[src/rtl/seg_pkg.sv]
// Shared constants for the seven-segment scan driver: blank/dash patterns,
// the active-low gfedcba glyph table and the digit-index width helper.
package seg_pkg;

  localparam logic [6:0] SEG_BLANK = 7'h7F;
  localparam logic [6:0] SEG_DASH  = 7'b0111111;

  // Entry n is the active-low {g,f,e,d,c,b,a} pattern for nibble value n.
  localparam logic [15:0][6:0] SEG_GLYPHS = {
    7'b0001110, 7'b0000110, 7'b0100001, 7'b1000110,
    7'b0000011, 7'b0001000, 7'b0010000, 7'b0000000,
    7'b1111000, 7'b0000010, 7'b0010010, 7'b0011001,
    7'b0110000, 7'b0100100, 7'b1111001, 7'b1000000
  };

  function automatic int seg_idx_width(input int n);
    return (n <= 2) ? 1 : $clog2(n);
  endfunction

endpackage

[src/rtl/seg_hex_decode.sv]
// Combinational nibble-to-glyph decoder; in decimal mode values above 9
// render as a dash so an invalid digit can never be mistaken for an 8.
module seg_hex_decode
  import seg_pkg::*;
(
  input  logic [3:0] nibble_i,
  input  logic       hex_i,
  output logic [6:0] seg_n_o
);

  always_comb begin
    seg_n_o = SEG_GLYPHS[nibble_i];
    if (!hex_i && (nibble_i > 4'd9)) begin
      seg_n_o = SEG_DASH;
    end
  end

endmodule

[src/rtl/seg_scan_driver.sv]
// Time-multiplexed N-digit common-anode seven-segment driver with a
// frame-synchronous load. Define SEG_LZB_EN for decimal leading-zero blanking.
module seg_scan_driver
  import seg_pkg::*;
#(
  parameter int NUM_DIGITS  = 4,
  parameter int CLK_DIV     = 50000,
  parameter bit HEX_DEFAULT = 1'b0
) (
  input  logic                    clk,
  input  logic                    rst,
  input  logic                    load,
  input  logic [4*NUM_DIGITS-1:0] value_in,
  input  logic [NUM_DIGITS-1:0]   dp_in,
  input  logic                    hex_in,
  output logic [6:0]              seg_n,
  output logic                    dp_n,
  output logic [NUM_DIGITS-1:0]   an_n,
  output logic                    frame_done,
  output logic                    err
);

  localparam int SLOT_W = $clog2(CLK_DIV);
  localparam int IDX_W  = seg_idx_width(NUM_DIGITS);
  localparam logic [SLOT_W-1:0] SLOT_LAST = SLOT_W'(CLK_DIV - 1);
  localparam logic [IDX_W-1:0]  IDX_LAST  = IDX_W'(NUM_DIGITS - 1);

  logic [SLOT_W-1:0] slotCnt_q, slotCnt_d;
  logic [IDX_W-1:0]  digitIdx_q, digitIdx_d;
  logic              slotEnd, frameEnd;

  logic [4*NUM_DIGITS-1:0] pendValue_q, pendValue_d;
  logic [NUM_DIGITS-1:0]   pendDp_q, pendDp_d;
  logic                    pendHex_q, pendHex_d;
  logic                    pendValid_q, pendValid_d;
  logic [4*NUM_DIGITS-1:0] actValue_q, actValue_d;
  logic [NUM_DIGITS-1:0]   actDp_q, actDp_d;
  logic                    mode_q, mode_d;

  logic                    badDigit;
  logic                    err_q, err_d;
  logic                    frameDone_q, frameDone_d;
  logic [NUM_DIGITS-1:0]   lzbMask;

  logic [3:0]              curNibble;
  logic                    curDp, curBlank;
  logic [NUM_DIGITS-1:0]   anOneCold;
  logic [6:0]              decSeg;
  logic [6:0]              segN_q;
  logic                    dpN_q;
  logic [NUM_DIGITS-1:0]   anN_q;

  assign slotEnd  = (slotCnt_q == SLOT_LAST);
  assign frameEnd = slotEnd && (digitIdx_q == IDX_LAST);

  always_comb begin
    slotCnt_d  = slotEnd ? '0 : slotCnt_q + SLOT_W'(1);
    digitIdx_d = digitIdx_q;
    if (slotEnd) begin
      digitIdx_d = (digitIdx_q == IDX_LAST) ? '0 : digitIdx_q + IDX_W'(1);
    end
  end

  // frame_done is registered from next state so it is high during the
  // final cycle of the last slot, the same cycle the buffers swap.
  assign frameDone_d = (slotCnt_d == SLOT_LAST) && (digitIdx_d == IDX_LAST);

  always_comb begin
    pendValue_d = pendValue_q;
    pendDp_d    = pendDp_q;
    pendHex_d   = pendHex_q;
    pendValid_d = pendValid_q;
    actValue_d  = actValue_q;
    actDp_d     = actDp_q;
    mode_d      = mode_q;
    if (frameEnd && pendValid_q) begin
      actValue_d  = pendValue_q;
      actDp_d     = pendDp_q;
      mode_d      = pendHex_q;
      pendValid_d = 1'b0;
    end
    if (load) begin
      pendValue_d = value_in;
      pendDp_d    = dp_in;
      pendHex_d   = hex_in;
      pendValid_d = 1'b1;
    end
  end

  always_comb begin
    badDigit = 1'b0;
    for (int k = 0; k < NUM_DIGITS; k++) begin
      if (actValue_d[4*k +: 4] > 4'd9) begin
        badDigit = 1'b1;
      end
    end
    err_d = err_q;
    if (frameEnd) begin
      err_d = !mode_d && badDigit;
    end
  end

`ifdef SEG_LZB_EN
  logic [NUM_DIGITS-1:0] lzbMask_q, lzbMask_d;
  logic                  upperZero;

  // Walk from the top digit down; a digit blanks while everything above it is zero.
  always_comb begin
    lzbMask_d = lzbMask_q;
    upperZero = 1'b1;
    if (frameEnd) begin
      lzbMask_d = '0;
      for (int k = NUM_DIGITS - 1; k >= 1; k--) begin
        upperZero    = upperZero && (actValue_d[4*k +: 4] == 4'd0);
        lzbMask_d[k] = upperZero && !mode_d;
      end
    end
  end

  always_ff @(posedge clk or posedge rst) begin
    if (rst) begin
      lzbMask_q <= '0;
    end else begin
      lzbMask_q <= lzbMask_d;
    end
  end

  assign lzbMask = lzbMask_q;
`else
  assign lzbMask = '0;
`endif

  always_comb begin
    curNibble = 4'd0;
    curDp     = 1'b0;
    curBlank  = 1'b0;
    anOneCold = '1;
    for (int k = 0; k < NUM_DIGITS; k++) begin
      if (digitIdx_q == IDX_W'(k)) begin
        curNibble    = actValue_q[4*k +: 4];
        curDp        = actDp_q[k];
        curBlank     = lzbMask[k];
        anOneCold[k] = 1'b0;
      end
    end
  end

  seg_hex_decode u_decode (
    .nibble_i (curNibble),
    .hex_i    (mode_q),
    .seg_n_o  (decSeg)
  );

  always_ff @(posedge clk or posedge rst) begin
    if (rst) begin
      slotCnt_q   <= '0;
      digitIdx_q  <= '0;
      pendValue_q <= '0;
      pendDp_q    <= '0;
      pendHex_q   <= 1'b0;
      pendValid_q <= 1'b0;
      actValue_q  <= '0;
      actDp_q     <= '0;
      mode_q      <= HEX_DEFAULT;
      err_q       <= 1'b0;
      frameDone_q <= 1'b0;
      segN_q      <= SEG_BLANK;
      dpN_q       <= 1'b1;
      anN_q       <= '1;
    end else begin
      slotCnt_q   <= slotCnt_d;
      digitIdx_q  <= digitIdx_d;
      pendValue_q <= pendValue_d;
      pendDp_q    <= pendDp_d;
      pendHex_q   <= pendHex_d;
      pendValid_q <= pendValid_d;
      actValue_q  <= actValue_d;
      actDp_q     <= actDp_d;
      mode_q      <= mode_d;
      err_q       <= err_d;
      frameDone_q <= frameDone_d;
      segN_q      <= curBlank ? SEG_BLANK : decSeg;
      dpN_q       <= ~curDp;
      anN_q       <= anOneCold;
    end
  end

  assign seg_n      = segN_q;
  assign dp_n       = dpN_q;
  assign an_n       = anN_q;
  assign frame_done = frameDone_q;
  assign err        = err_q;

endmodule
[config.mk]
export PLATFORM = sky130hd
export DESIGN_NAME = seg_scan_driver
export DESIGN_NICKNAME = d
export VERILOG_FILES = /design/src/rtl/seg_pkg.sv /design/src/rtl/seg_hex_decode.sv /design/src/rtl/seg_scan_driver.sv
export SDC_FILE = /design/constraint.sdc
export NUM_CORES = 1
export LEC_CHECK = 0
export ABC_AREA = 1
export CORE_UTILIZATION = 51
export CTS_CLUSTER_DIAMETER = 40
export DETAILED_ROUTE_END_ITERATION = 6
export PLACE_DENSITY_LB_ADDON = 0.1
export SYNTH_ARGS = -nofsm -noshare
export SYNTH_HDL_FRONTEND = slang
export SYNTH_HIERARCHICAL = 1
export SYNTH_SLANG_ARGS = --single-unit
[constraint.sdc]
create_clock -name clk -period 2 [get_ports clk]
set_input_delay 0.2 -clock clk [delete_from_list [all_inputs] [get_ports clk]]
set_output_delay 0.2 -clock clk [all_outputs]
set_load 0.03 [all_outputs]
# After elaboration in Yosys (flattened, before gate mapping)
# Memory sizes are Yosys's and may differ from the RTL's.
# Cells that the tools add are included.
# totals
latch_bits	0
reg_bits	75
ram_bits	0
output_inout_bits	14
input_bits	24
mem_count	1
mem_bits_ro	112
# memory_table
memory	depth	word_bits	rd	rd_clocked_by_memory_dff	wr	line	source
(name not given)	16	7	1	0	0	seg_hex_decode.sv:12	seg_n_o = SEG_GLYPHS[nibble_i];
# op_classes
add_sub_neg	2
n_reduce_logical	9
bitwise_logic	1
mul	0
eq_ne	6
shift	0
magnitude_cmp	6
div	0
mux	25
# op_table
op	count
$eq 16x16->1 const B	2
$mux 16	2
$gt 4x4->1 const B	5
$add 16x1->16 const B	1
$mux 4	4
$mux 1	15
$mux 7	2
$eq 2x2->1 const B	3
$logic_and 1x1->1	5
$lt 4x5->1 const B	1
$mux 2	2
$add 2x1->2 const B	1
$eq 2x1->1 const B	1
$logic_not 1->1	2
$logic_not 2->1	1
$reduce_bool 2->1	1
$not 1->1	1

# Logic depth before layout (Yosys ltp)
# Gate-level depths: netlist (run 1).
# logic_depth
ltp_word	10
depth_mapped	14
mapped_depth_nobuf	14

# Cells and area by module
# The synthesis (run 1) kept the hierarchy.
# by_module_without_submodules
mod	seq_area_each_um2	cells_each	n_inst	area_each_um2
seg_scan_driver	1891.8	403	1	3467.1
seg_hex_decode	0.0	59	1	362.8

# Worst setup path before layout (run 1)
# No wires, ideal clock.
# synth_timing
kind	register -> register
start	reg digitIdx_q[1]
end	reg segN_q[3] (netlist: seg_n[3])
setup_slack_ns	-0.123
synth_period_minus_slack_ns	2.123
stages_incl_launch_ff	14
n_path_buf	0
t_arrival_ns	2.059
path_cell_list	dfrtp_1 inv_1 ha_1 nor2_1 a22o_1 nand2_1 a21oi_1 inv_1 ha_1 inv_1 nand2_1 nand2_1 nand2_1 nand3_1
# synth_between
elab_chain_cells	8
# synth_lines
element	line	source
from (decl)	seg_scan_driver.sv:29	logic [IDX_W-1:0] digitIdx_q, digitIdx_d;
from (signal assigned)	seg_scan_driver.sv:172	digitIdx_q <= digitIdx_d;
$logic_not 2->1	seg_scan_driver.sv:139	if (digitIdx_q == IDX_W'(k)) begin
$mux 4 (3 in series)	seg_scan_driver.sv:139	
$mux 4 (*)	seg_scan_driver.sv:139	
named net curNibble[0]	seg_scan_driver.sv:45	logic [3:0] curNibble;
$mem_v2 16x7 / $gt 4x4->1 (equally long branches)	--	
$mux 7 (not written as such) / $logic_and 1x1->1 (equally long branches)	seg_hex_decode.sv:12, seg_hex_decode.sv:13	
$mux 7 (*)	seg_hex_decode.sv:13	if (!hex_i && (nibble_i > 4'd9)) begin
named net decSeg[3]	seg_scan_driver.sv:48	logic [6:0] decSeg;
to (signal assigned)	seg_scan_driver.sv:182	segN_q <= curBlank ? SEG_BLANK : decSeg;
to (decl)	seg_scan_driver.sv:49	logic [6:0] segN_q;
# The timed path passes the listed nets; every way through them passes the cells marked *. The select of a mux whose other input is x is not followed.
# A chain may end at the register's enable or synchronous reset.

# Worst setup path in the final report (run 1)
# layout_timing
start	reg digitIdx_q[0]
end	reg segN_q[5] (netlist: seg_n[5])
# Same word-level chain as after synthesis.

==> out/results.tsv, run 1 <==
stage	metric	value	unit
route	via count	3154	
timing	slew margin rel.	66.49	%
final_layout	ant diodes	0	
worst_setup_path	Worst path slowest cell	dfrtp_2	
clocking	htree depth	3	
power_and_ir_drop	Pint	2.321	mW
worst_setup_path	CP bufs+invs	5	
final_layout	most common cell after layout, fill and taps aside	nand2_1	
final_layout	final core utilization	67.12	%
synthesis	syn nets	498	
global_routing	largest net degree at the start of global routing	44	
worst_setup_path	crit-path cells	inv_2, ha_4, inv_2, nor2_4, buf_4, nand2_1, o21ai_0, nand2_1, a22oi_2, buf_6, inv_8, nand2_4, nand3_4, nand3_1	
synthesis	Syn Area/Cell	8.290	um2
power_and_ir_drop	power density over cell area	611.8	nW/um2
final_layout	number of nets in the layout	563	
timing	Final Skew	0.007724	ns
route	drt first-iter violations	208	
final_layout	area grow syn2layout	27.12	%
job	Max Cap Viol	0	
floorplan	# rows	31	
clocking	Num Clock Sinks	75	
timing	Slew Limit Fails	0	
power_and_ir_drop	IR drop worst, VDD	0.4155	mV
synthesis	EDFF count, synth	0	
global_routing	vias in the first global route	2928	
timing	Hold Violations, Final	0	
clocking	CTS Buf Count	9	
synthesis	FFs w/ async S/R, synth	100.0	%
final_layout	register area	1893	um2
power_and_ir_drop	Seq pwr share	52.5	%
power_and_ir_drop	Total Power	2.978	mW
synthesis	Mapped Area	3830	um2
worst_setup_path	WP data arrival	2.22	ns
status	status	complete, no violations	
global_routing	GR Util All Layers	22.38	%
route	ANT nets after route	0	
clocking	Reg clk slew, reported paths	0.08	ns
placement	worst setup slack after placement	-0.04353	ns
worst_setup_path	maximum fanout along the worst path	7	
timing	setup ws final	0.06444	ns
synthesis	predominant post-synthesis flop cell	dfrtp_1	
power_and_ir_drop	P_sw	657.7	uW
placement	Area after DPL	4453	um2
floorplan	Die W	88.66	um
power_and_ir_drop	clock power share	42.7	%
min_path	Worst Hold Class	input port to asynchronous set/reset pin	
route	Initial DRT Pass Iterations	4	
floorplan	Die H	88.66	um
global_routing	initial antenna violation count	0	
floorplan	CORE AREA	7253	um2
power_and_ir_drop	Leakage Power	2.474	nW
clocking	clk root buf	clkbuf_8	
timing	fmax	516.6	MHz
placement	port bufs	37	
route	DR DRC count	0	
floorplan	Top Ports	38	
global_routing	total global routing overflow	0	
floorplan	die area	7861	um2
synthesis	Post-Syn Instances	462	
timing	RSZ-0062 raised after global routing	yes	
final_layout	leading cell types in the layout, fill and taps excluded	nand2_1 (116), inv_1 (71), dfrtp_1 (62)	
global_routing	first-pass GRT wire length	13.19	mm
clocking	Clock Latency Late Sink	0.35	ns
clocking	CTS tree	yes	
worst_setup_path	delay-heaviest family, CP	simple AND/OR/NAND/NOR gates	
timing	# setup viols final	0	
floorplan	starting density of the core	52.80	%
power_and_ir_drop	part of the power in combinational logic	4.8	%
timing	worst slew pin tran	0.5027	ns
final_layout	Final Cell Area	4868	um2
worst_setup_path	CP endpoint kind	register	
timing	Worst Hold Slack	0.2097	ns
final_layout	multi-input combinational cell area	1698	um2
route	final WL	8.044	mm
final_layout	layout cells sized above 1	22.18	%
route	Vias/cell	4.998	
timing	Final min period	1.936	ns
timing	final period utilization	96.78	%
placement	Placer Congestion	0.8334	
worst_setup_path	WP data required	2.28	ns
synthesis	Synth cell types	37	
final_layout	Fill cells	600	
synthesis	sequential share of the synthesized area	49.40	%
synthesis	warnings from Yosys	6	
worst_setup_path	startpoint types	register	
power_and_ir_drop	Net Sw Frac	22.08	%
worst_setup_path	Setup CP Type	register to register	
synthesis	flops & latches, synth	75	
placement	HPWL Detailed	5.726	mm
route	DR WL/cell	12.75	um
worst_setup_path	Critical Path Max Stage Delay	0.45	ns
clocking	Max clock buf depth	2	
==> Yosys cell counts, types with 2 or more instances <==
| cell | number | area (um2) |
|---|---|---|
| o21ai_1 | 4 | 20.02 |
| nor2_1 | 28 | 105.1 |
| nor3_1 | 2 | 10.01 |
| o21ai_0 | 43 | 215.2 |
| nor2_4 | 3 | 33.78 |
| inv_1 | 78 | 292.8 |
| nand3_1 | 22 | 110.1 |
| nand4_1 | 16 | 100.1 |
| nand2_1 | 118 | 442.9 |
| dfrtp_1 | 63 | 1577 |
| clkbuf_1 | 6 | 22.52 |
| or2_2 | 2 | 12.51 |
| ha_1 | 12 | 150.1 |
| buf_2 | 2 | 10.01 |
| a221oi_1 | 2 | 17.52 |
| nand4_4 | 2 | 42.54 |
| o21ai_2 | 2 | 17.52 |
| buf_6 | 2 | 22.52 |
| inv_2 | 4 | 15.01 |
| nand2_2 | 10 | 62.56 |
| a22oi_1 | 2 | 15.01 |
| a21oi_1 | 7 | 35.03 |
| nand2_4 | 2 | 22.52 |
| dfstp_2 | 12 | 315.3 |
| nor2_2 | 6 | 37.54 |
==> power by group through the flow <==
stage	Combinational (mW)	Sequential (mW)	Clock [mW]
after CTS	0.149	1.56	1.31
after detailed placement	0.149	1.59	0
after floorplan	0.0694	1.59	0
final	0.144	1.56	1.27
after global routing	0.169	1.57	1.37
after global placement	0.145	1.59	0
==> worst register-to-register path: cells and delay by family, from the launching register on <==
kind | cells | cell delay [ns]
and+or+nand+nor | 6 | 0.52
DFF | 1 | 0.45
AOI/OAI and AO/OA | 2 | 0.26
buffers and inverters | 5 | 0.52
adders and majority gates | 1 | 0.13
==> final timing paths <==
| path | cells past startpoint | end | slack (ns) | from |
|---|---|---|---|---|
| min in group clk | 3 | pendValue_q[3]$_DFFE_PP0P_ | 0.40 | value_in[3] |
| setup / recovery | 14 | seg_n[5]$_DFF_PP1_ | 0.06 | digitIdx_q[0]$_DFF_PP0_ |
| max in group asynchronous | 3 | an_n[1]$_DFF_PP1_ | 1.20 | rst |
| setup reg to reg | 14 | seg_n[5]$_DFF_PP1_ | 0.06 | digitIdx_q[0]$_DFF_PP0_ |
| hold reg to reg | 1 | dp_n$_DFF_PP1_ | 0.43 | actDp_q[3]$_DFFE_PP0N_ |
| hold / removal | 2 | pendValue_q[7]$_DFFE_PP0P_ | 0.21 | rst |
==> registers in the layout, indices dropped and copies added, names as in the netlist <==
| register | count |
|---|---|
| frame_done | 1 |
| err | 1 |
| pendValue_q | 16 |
| slotCnt_q | 16 |
| seg_n | 7 |
| pendHex_q | 1 |
| pendValid_q | 1 |
| pendDp_q | 4 |
| actValue_q | 16 |
| actDp_q | 4 |
| mode_q | 1 |
| dp_n | 1 |
| an_n | 4 |
| digitIdx_q | 2 |
==> stage by stage <==
stage / TNS [ns] / std cells
2_1_floorplan: -0.02024 / 462
3_3_place_gp: 0 / 607
3_5_place_dp: -0.1946 / 607
4_1_cts: -0.0002454 / 624
5_1_grt: -0.2733 / 631
6_report: 0 / 631
==> cell families (layout without fill, tap and decap cells) <==
group	count (synthesis)	after routing	synth area share (%)
xor gates and xnor gates	1	1	0.2287
DFF	75	75	49.40
adders and majority gates	12	12	3.920
and+or+nand+nor	215	216	27.15
AOI/OAI and AO/OA	64	64	9.180
buffers and inverters	95	164	10.13
==> layer usage <==
metal,wire (um),track usage (%)
met1,3618,29.38
met2,3885,35.38
met5,0,0
met4,170,11.44
met3,369,4.291
==> timing repair <==
action | in CTS | in global routing
gates resized for setup | 11 | 24
cloned | 0 | 2
hold endpoints to repair | 0 | 0
pin swaps | 4 | 8
buffers inserted | 2 | 5
setup endpoints to repair | 7 | 9
hold buffers | 0 | 0
==> area by class of cell <==
class                      count  area share [%]
timing repair buffer          64           12.46
multi-input combinational    293           34.88
sequential                    75           38.88
clock inverter                 7           1.876
inverter                      84           6.811
tap                           99           2.544
clock buffer                   9           2.544
Power figures use the tool's default switching activity.
==> run 2: changes to the inputs <==
--- a/config.mk
+++ b/config.mk
@@ -5,11 +5,13 @@
 export SDC_FILE = /design/constraint.sdc
 export NUM_CORES = 1
 export LEC_CHECK = 0
-export ABC_AREA = 1
+export ABC_AREA = 0
 export CORE_UTILIZATION = 51
 export CTS_CLUSTER_DIAMETER = 40
+export CTS_CLUSTER_SIZE = 40
 export DETAILED_ROUTE_END_ITERATION = 6
 export PLACE_DENSITY_LB_ADDON = 0.1
+export SETUP_SLACK_MARGIN = 0.5
 export SYNTH_ARGS = -nofsm -noshare
 export SYNTH_HDL_FRONTEND = slang
 export SYNTH_HIERARCHICAL = 1
==> run 2 against run 1 <==
- the run now ends with setup timing left
- clock skew up 0.0014 ns
- wire length down 5.1%
- utilization up 7.3 points
- synthesized area down 6.9%
- combinational power about the same
- hold slack better by 0.080 ns
- global-route usage up 0.12 points
- final cell count down 25%
- sequential share of layout area down 1.3 points
- setup slack worse by 0.15 ns
- power up 2.1%
- maximum frequency down 7.0%
- highest routed layer unchanged
==> out/results.tsv, run 2 <==
stage	metric	value	unit	change
route	Vias/cell	5.523		+11%
floorplan	Die H	85.63	um	-3.4%
floorplan	starting density of the core	52.80	%	about the same
floorplan	Die W	85.63	um	-3.4%
route	DR WL/cell	16.17	um	+27%
clocking	CTS Hold Bufs	0		unchanged
worst_setup_path	R2R Path Start	digitIdx_q[0]$_DFF_PP0_		
worst_setup_path	r2r setup slk	-0.08	ns	-0.15 ns
timing	Final Skew	0.009075	ns	+0.001351 ns
job	Max Cap Viol	0		unchanged
floorplan	CORE AREA	6756	um2	-6.8%
floorplan	Top Ports	38		unchanged
worst_setup_path	CP endpoint kind	register		
placement	Placer Congestion	0.8227		-1.3%
clocking	htree depth	3		unchanged
global_routing	vias in the first global route	2614		-11%
timing	final period utilization	104.1	%	+7.3 points
synthesis	flops & latches, synth	75		unchanged
synthesis	FFs w/ async S/R, synth	100.0	%	unchanged
timing	RSZ-0062 raised after global routing	yes		
synthesis	synth cell count leaders	dfrtp_1 (63), mux2_2 (23), mux2_4 (20), nand2_1 (20), o21ai_0 (20)		
global_routing	largest net degree at the start of global routing	76		+73%
worst_setup_path	WP data arrival	2.34	ns	+0.12 ns
synthesis	count leader, synth	dfrtp_1		
placement	placed instance count	436		-28%
route	DR DRC count	0		unchanged
clocking	Reg clk slew, reported paths	0.08	ns	about the same
status	failing checks	setup timing		
synthesis	Post-Syn Instances	295		-36%
worst_setup_path	cell mode on critical path	a21oi_1		
route	ANT nets after route	0		unchanged
worst_setup_path	crit-path cells	inv_2, ha_4, buf_4, nand3_1, a21oi_1, a21oi_1, o21ai_2, buf_12, buf_6, nand2b_4, o21ai_0, a211oi_1		
worst_setup_path	startpoint types	register		
worst_setup_path	Setup CP Type	register to register		
timing	Final min period	2.081	ns	+0.1459 ns
synthesis	warnings from Yosys	6		unchanged
worst_setup_path	CP bufs+invs	4		-1
power_and_ir_drop	power density over cell area	604.3	nW/um2	-1.2%
synthesis	predominant post-synthesis flop cell	dfrtp_1		
worst_setup_path	WP data required	2.26	ns	-0.02 ns
floorplan	die area	7333	um2	-6.7%
clocking	Clock Latency Late Sink	0.35	ns	about the same
global_routing	initial antenna violation count	0		unchanged
timing	worst slew pin tran	0.4240	ns	-0.07873 ns
timing	slew margin rel.	71.65	%	+5.2 points
global_routing	total global routing overflow	0		unchanged
final_layout	Top Registers	actValue_q: 16 flops, pendValue_q: 16 flops, slotCnt_q: 16 flops		
global_routing	first-pass GRT wire length	12.46	mm	-5.5%
clocking	CTS tree	yes		
placement	port bufs	37		unchanged
worst_setup_path	maximum fanout along the worst path	6		-1
final_layout	Fill cells	455		-24%
power_and_ir_drop	IR drop worst, VDD	0.5606	mV	+35%
final_layout	area grow syn2layout	41.00	%	
global_routing	GR Util All Layers	22.50	%	+0.12 points
worst_setup_path	delay-heaviest family, CP	compound AO/OA/AOI/OAI gates		
timing	# setup viols final	6		+6
power_and_ir_drop	Leakage Power	2.282	nW	-7.8%
clocking	Max clock buf depth	2		unchanged
timing	fmax	480.4	MHz	-7.0%
synthesis	Synth cell types	46		+24%
route	via count	2607		-17%
synthesis	Mapped Area	3567	um2	-6.9%
worst_setup_path	reg2reg path depth	12		-2
clocking	clk root buf	clkbuf_8		
route	final WL	7.631	mm	-5.1%
synthesis	share of the synthesized area in the top cell type	44.20	%	+3.0 points
final_layout	ant diodes	0		unchanged
timing	Worst Hold Slack	0.2897	ns	+0.08002 ns
final_layout	number of nets in the layout	423		-25%
final_layout	most common cell after layout, fill and taps aside	dfrtp_1		
clocking	Num Clock Sinks	75		unchanged
timing	Hold Violations, Final	0		unchanged
synthesis	sequential share of the synthesized area	53.03	%	+3.6 points
worst_setup_path	Worst path slowest cell	dfrtp_1		
synthesis	syn nets	331		-34%
synthesis	EDFF count, synth	0		unchanged
worst_setup_path	reg2reg end	seg_n[5]$_DFF_PP1_		
timing	Slew Limit Fails	0		unchanged
clocking	CTS Buf Count	9		unchanged
final_layout	leading cell types in the layout, fill and taps excluded	dfrtp_1 (63), buf_4 (38), mux2_2 (23), clkdlybuf4s50_1 (23), mux2_4 (20)		
final_layout	layout cells sized above 1	45.41	%	+23 points
route	Initial DRT Pass Iterations	4		unchanged
final_layout	fin cells	472		-25%
synthesis	top cell type by total area after synthesis	dfrtp_1		
status	status	complete, but fails checks		
placement	HPWL Detailed	4.847	mm	-15%
min_path	Worst Hold Class	input port to asynchronous set/reset pin		
synthesis	synth top area cells	dfrtp_1 (44%), dfstp_2 (8.8%), mux2_4 (8.4%)		
floorplan	# rows	30		-3.2%
worst_setup_path	Critical Path Max Stage Delay	0.43	ns	-0.02 ns
route	drt first-iter violations	89		-57%
synthesis	Syn Area/Cell	12.09	um2	+46%
timing	setup ws final	-0.08144	ns	-0.1459 ns
==> run 2: worst max-delay path by stage <==
stage	from	endpoint	cells past startpoint
floorplan	digitIdx_q[1]$_DFF_PP0_	seg_n[0]$_DFF_PP1_	12
global placement	digitIdx_q[0]$_DFF_PP0_	seg_n[0]$_DFF_PP1_	11
detailed placement	digitIdx_q[0]$_DFF_PP0_	seg_n[0]$_DFF_PP1_	11
CTS	digitIdx_q[0]$_DFF_PP0_	seg_n[0]$_DFF_PP1_	11
global route	digitIdx_q[0]$_DFF_PP0_	seg_n[0]$_DFF_PP1_	11
finish	digitIdx_q[0]$_DFF_PP0_	seg_n[5]$_DFF_PP1_	12
==> run 2: through the flow <==
step | power (mW) | setup TNS [ns] | instance area, um2 | setup WS [ns] | utilization (%)
detailed placement | 1.766 | -0.2707 | 4395 | -0.09573 | 65.06
CTS | 3.077 | -0.1614 | 4810 | -0.05619 | 71.19
floorplan | 1.688 | -0.1311 | 3712 | -0.1311 | -
global route | 3.151 | -1.727 | 5030 | -0.1860 | 74.44
global placement | 1.760 | -0.03463 | 4395 | -0.02364 | 65.06
finish | 3.039 | -0.2603 | 5030 | -0.08144 | 74.44
==> run 2: routing by layer <==
| layer | vias to the layer above | GRT usage [%] | part of all wire [%] |
|---|---|---|---|
| met4 | 0 | 11.82 | 1.9 |
| met5 | - | 0 | 0 |
| met1 | 1300 | 26.79 | 42 |
| li1 | 1234 | - | - |
| met3 | 19 | 4.331 | 2.8 |
| met2 | 54 | 38.76 | 53 |
==> run 2: kinds of logic after synthesis <==
group | synth area share [%]
buf+inv | 3.332
xor+xnor | 2.946
fa+ha+maj | 4.209
simple gates | 11.29
compound gates | 8.664
flops | 53.03
mux | 16.52
==> run 2: area by class of cell <==
| class | instances | area (um2) | area share [%] |
|---|---|---|---|
| Timing Repair Buffer | 90 | 878.3 | 17.46 |
| Inverter | 16 | 78.83 | 1.567 |
| Tap cell | 80 | 100.1 | 1.990 |
| Sequential cell | 75 | 1892 | 37.61 |
| Clock buffer | 10 | 137.6 | 2.736 |
| Clock inverter | 6 | 88.84 | 1.766 |
| Multi-Input combinational cell | 195 | 1854 | 36.87 |
==> run 2: worst register-to-register path, cell delays in order, from the launching register on <==
cell and delay [ns]:
dfrtp_1 0.43, inv_2 0.13, ha_4 0.17, buf_4 0.11, nand3_1 0.07, a21oi_1 0.14
a21oi_1 0.07, o21ai_2 0.19, buf_12 0.15, buf_6 0.11, nand2b_4 0.13, o21ai_0 0.10
a211oi_1 0.23
==> run 2: power by group <==
group | internal, mW | switching, mW
logic | 0.0877 | 0.0565
registers | 1.56 | 0.0283
clock network | 0.736 | 0.572
total | 2.38 | 0.657
==> run 2: repair_timing <==
action,4_1_cts,5_1_grt
cloned,1,1
pin swaps,17,12
gates resized for setup,39,36
setup endpoints to repair,58,47
setup buffers,13,5
==> run 3: changes to the inputs <==
--- a/config.mk
+++ b/config.mk
@@ -6,6 +6,7 @@
 export NUM_CORES = 1
 export LEC_CHECK = 0
 export ABC_AREA = 0
+export CORE_MARGIN = 5
 export CORE_UTILIZATION = 51
 export CTS_CLUSTER_DIAMETER = 40
 export CTS_CLUSTER_SIZE = 40
==> run 3 against run 2 <==
- the run still ends with setup timing left
- maximum frequency fell by 0.94%
- setup slack got worse by 0.020 ns
- first-iteration DRC count fell by 43%
- clock skew fell by 0.0015 ns
- power rose by 4.5%
- count of clock-buffer cells in the layout did not move
- highest routed layer unchanged
- largest cell class unchanged
- die area rose by 20%
- combinational power barely moved
- largest power group unchanged
- hold slack improved by 0.0039 ns
- via count fell by 2.0%
==> out/results.tsv, run 3 (same netlist as run 2, synthesis figures left out) <==
stage	metric	value	unit	change
status	status	complete, but fails checks		
status	failing checks	setup timing		
worst_setup_path	Worst path slowest cell	dfrtp_1		
route	DR WL/cell	15.74	um	-2.6%
power_and_ir_drop	P_sw	665.4	uW	+1.3%
power_and_ir_drop	IR drop worst, VDD	0.5194	mV	-7.4%
final_layout	leading cell types in the layout, fill and taps excluded	dfrtp_1 (63), buf_4 (33), mux2_2 (23), clkdlybuf4s50_1 (23), mux2_4 (20)		
power_and_ir_drop	Seq pwr share	50.0	%	-2.2 points
route	via count	2555		-2.0%
timing	Worst Hold Slack	0.2936	ns	+0.003910 ns
job	Max Cap Viol	0		unchanged
floorplan	Top Ports	38		unchanged
route	DR DRC count	0		unchanged
floorplan	starting density of the core	52.50	%	-0.29 points
final_layout	area grow syn2layout	43.39	%	
final_layout	Top Registers	actValue_q: 16 flops, pendValue_q: 16 flops, slotCnt_q: 16 flops		
global_routing	vias in the first global route	2678		+2.4%
worst_setup_path	Critical Path Max Stage Delay	0.40	ns	-0.03 ns
power_and_ir_drop	Net Sw Frac	20.94	%	-0.66 points
global_routing	first-pass GRT wire length	12.59	mm	+1.0%
placement	placed instance count	452		+3.7%
timing	setup TNS	-0.3154	ns	-0.05519 ns
worst_setup_path	startpoint types	register		
floorplan	Die W	93.63	um	+9.3%
floorplan	die area	8767	um2	+20%
worst_setup_path	crit-path cells	inv_2, ha_4, inv_4, nand3_2, a21oi_2, a21oi_2, o21ai_2, inv_2, ha_4, nor2b_4, o311a_1, a31oi_1		
clocking	htree depth	3		unchanged
final_layout	fin cells	489		+3.6%
final_layout	number of nets in the layout	424		+0.24%
clocking	clk root buf	clkbuf_8		
timing	setup ws final	-0.1013	ns	-0.01983 ns
placement	HPWL Detailed	5.070	mm	+4.6%
route	final WL	7.698	mm	+0.88%
global_routing	GR Util All Layers	18.45	%	-4.0 points
clocking	CTS tree	yes		
clocking	Reg clk slew, reported paths	0.08	ns	about the same
clocking	Clock Latency Late Sink	0.35	ns	about the same
route	Vias/cell	5.225		-5.4%
global_routing	total global routing overflow	0		unchanged
final_layout	most common cell after layout, fill and taps aside	dfrtp_1		
power_and_ir_drop	Pint	2.512	mW	+5.4%
timing	Hold Violations, Final	0		unchanged
timing	# setup viols final	7		+1
worst_setup_path	delay-heaviest family, CP	compound AO/OA/AOI/OAI gates		
worst_setup_path	Setup CP Type	register to register		
power_and_ir_drop	clock power share	45.5	%	+2.5 points
route	ANT nets after route	0		unchanged
clocking	CTS Buf Count	9		unchanged
timing	Final Skew	0.007587	ns	-0.001487 ns
route	Initial DRT Pass Iterations	4		unchanged
power_and_ir_drop	part of the power in combinational logic	4.6	%	about the same
worst_setup_path	WP data required	2.28	ns	+0.02 ns
route	drt first-iter violations	51		-43%
global_routing	largest net degree at the start of global routing	76		unchanged
floorplan	CORE AREA	6794	um2	+0.56%
placement	port bufs	37		unchanged
worst_setup_path	CP endpoint kind	register		
power_and_ir_drop	Leakage Power	2.280	nW	-0.12%
power_and_ir_drop	power density over cell area	621.2	nW/um2	+2.8%
power_and_ir_drop	Total Power	3.177	mW	+4.5%
timing	slew margin rel.	73.21	%	+1.6 points
clocking	Num Clock Sinks	75		unchanged
worst_setup_path	WP data arrival	2.38	ns	+0.04 ns
worst_setup_path	maximum fanout along the worst path	5		-1
timing	fmax	475.9	MHz	-0.94%
timing	Slew Limit Fails	0		unchanged
clocking	CTS Hold Bufs	0		unchanged
placement	Placer Congestion	0.8527		+3.6%
final_layout	Fill cells	441		-3.1%
timing	final period utilization	105.1	%	+0.99 points
min_path	Worst Hold Class	input port to asynchronous set/reset pin		
final_layout	ant diodes	0		unchanged
global_routing	initial antenna violation count	0		unchanged
timing	RSZ-0062 raised after global routing	yes		
timing	worst slew pin tran	0.3976	ns	-0.02637 ns
final_layout	layout cells sized above 1	46.56	%	+1.2 points
worst_setup_path	CP bufs+invs	3		-1
floorplan	# rows	30		unchanged
clocking	Max clock buf depth	2		unchanged
floorplan	Die H	93.63	um	+9.3%
timing	Final min period	2.101	ns	+0.01983 ns
-- run 3: cell count changes in the layout (fill, tap and decap cells not counted), sizes merged --
cell,before,now
clkdlybuf4s15,2,7
dlygate4sd2,12,7
clkinvlp,3,1
bufbuf,0,1
bufinv,2,3
clkinv,3,4
-- run 3: timing repair --
item	in CTS	in global routing
buffers inserted	13	5
pin swaps	24	13
resized for setup	55	30
cloned	1	2
setup endpoints to repair	59	52
-- run 3: per-layer routing --
layer  up-vias  track usage [%]  routed length, um
met2        42            31.33               3953
met5         -                0                  0
met3        10            5.149                302
li1       1240                -                  -
met4         0            6.739                130
met1      1263            22.38               3311
-- run 3: path summary, 6_finish.rpt --
path                                    startpoint                      to  slack, ns  cells past startpoint
hold reg to reg             actDp_q[3]$_DFFE_PP0N_          dp_n$_DFF_PP1_       0.43                      1
hold / removal                                 rst  slotCnt_q[8]$_DFF_PP0_       0.29                      3
setup reg to reg           digitIdx_q[1]$_DFF_PP0_      seg_n[0]$_DFF_PP1_      -0.10                     12
setup / recovery           digitIdx_q[1]$_DFF_PP0_      seg_n[0]$_DFF_PP1_      -0.10                     12
min in group clk            actDp_q[3]$_DFFE_PP0N_          dp_n$_DFF_PP1_       0.43                      1
max in group asynchronous                      rst       an_n[2]$_DFF_PP1_       1.35                      3
-- run 3: power groups by stage --
stage               Combinational, mW  Clock, mW  Sequential (mW)
floorplan                      0.0813          0             1.61
global placement                0.145          0             1.62
detailed placement              0.148          0             1.62
CTS                             0.149       1.47             1.59
global route                    0.162       1.55             1.60
finish                          0.145       1.44             1.59
-- run 3: area by class of cell --
| type | count | area (um2) | area share, % |
|---|---|---|---|
| clock buffer | 10 | 137.6 | 2.691 |
| sequential | 75 | 1892 | 36.99 |
| timing repair buffer | 91 | 919.6 | 17.98 |
| multi-input combinational | 195 | 1854 | 36.25 |
| tap | 96 | 120.1 | 2.348 |
| inverter | 16 | 78.83 | 1.541 |
| clock inverter | 6 | 112.6 | 2.202 |
-- run 3: per-stage QoR --
| step | setup WS (ns) | instance area, um2 | utilization, % |
|---|---|---|---|
| after floorplan | -0.1311 | 3712 | - |
| after global placement | -0.02051 | 4415 | 64.99 |
| after detailed placement | -0.08217 | 4415 | 64.99 |
| after CTS | -0.03032 | 4937 | 72.67 |
| after global routing | -0.2162 | 5115 | 75.29 |
| final | -0.1013 | 5115 | 75.29 |
-- run 3: worst reg2reg max path, cell delays in order, from the launching register on --
cell     delay [ns]
dfrtp_1        0.40
inv_2          0.09
ha_4           0.19
inv_4          0.07
nand3_2        0.07
a21oi_2        0.17
a21oi_2        0.06
o21ai_2        0.17
inv_2          0.09
ha_4           0.17
nor2b_4        0.12
o311a_1        0.29
a31oi_1        0.15
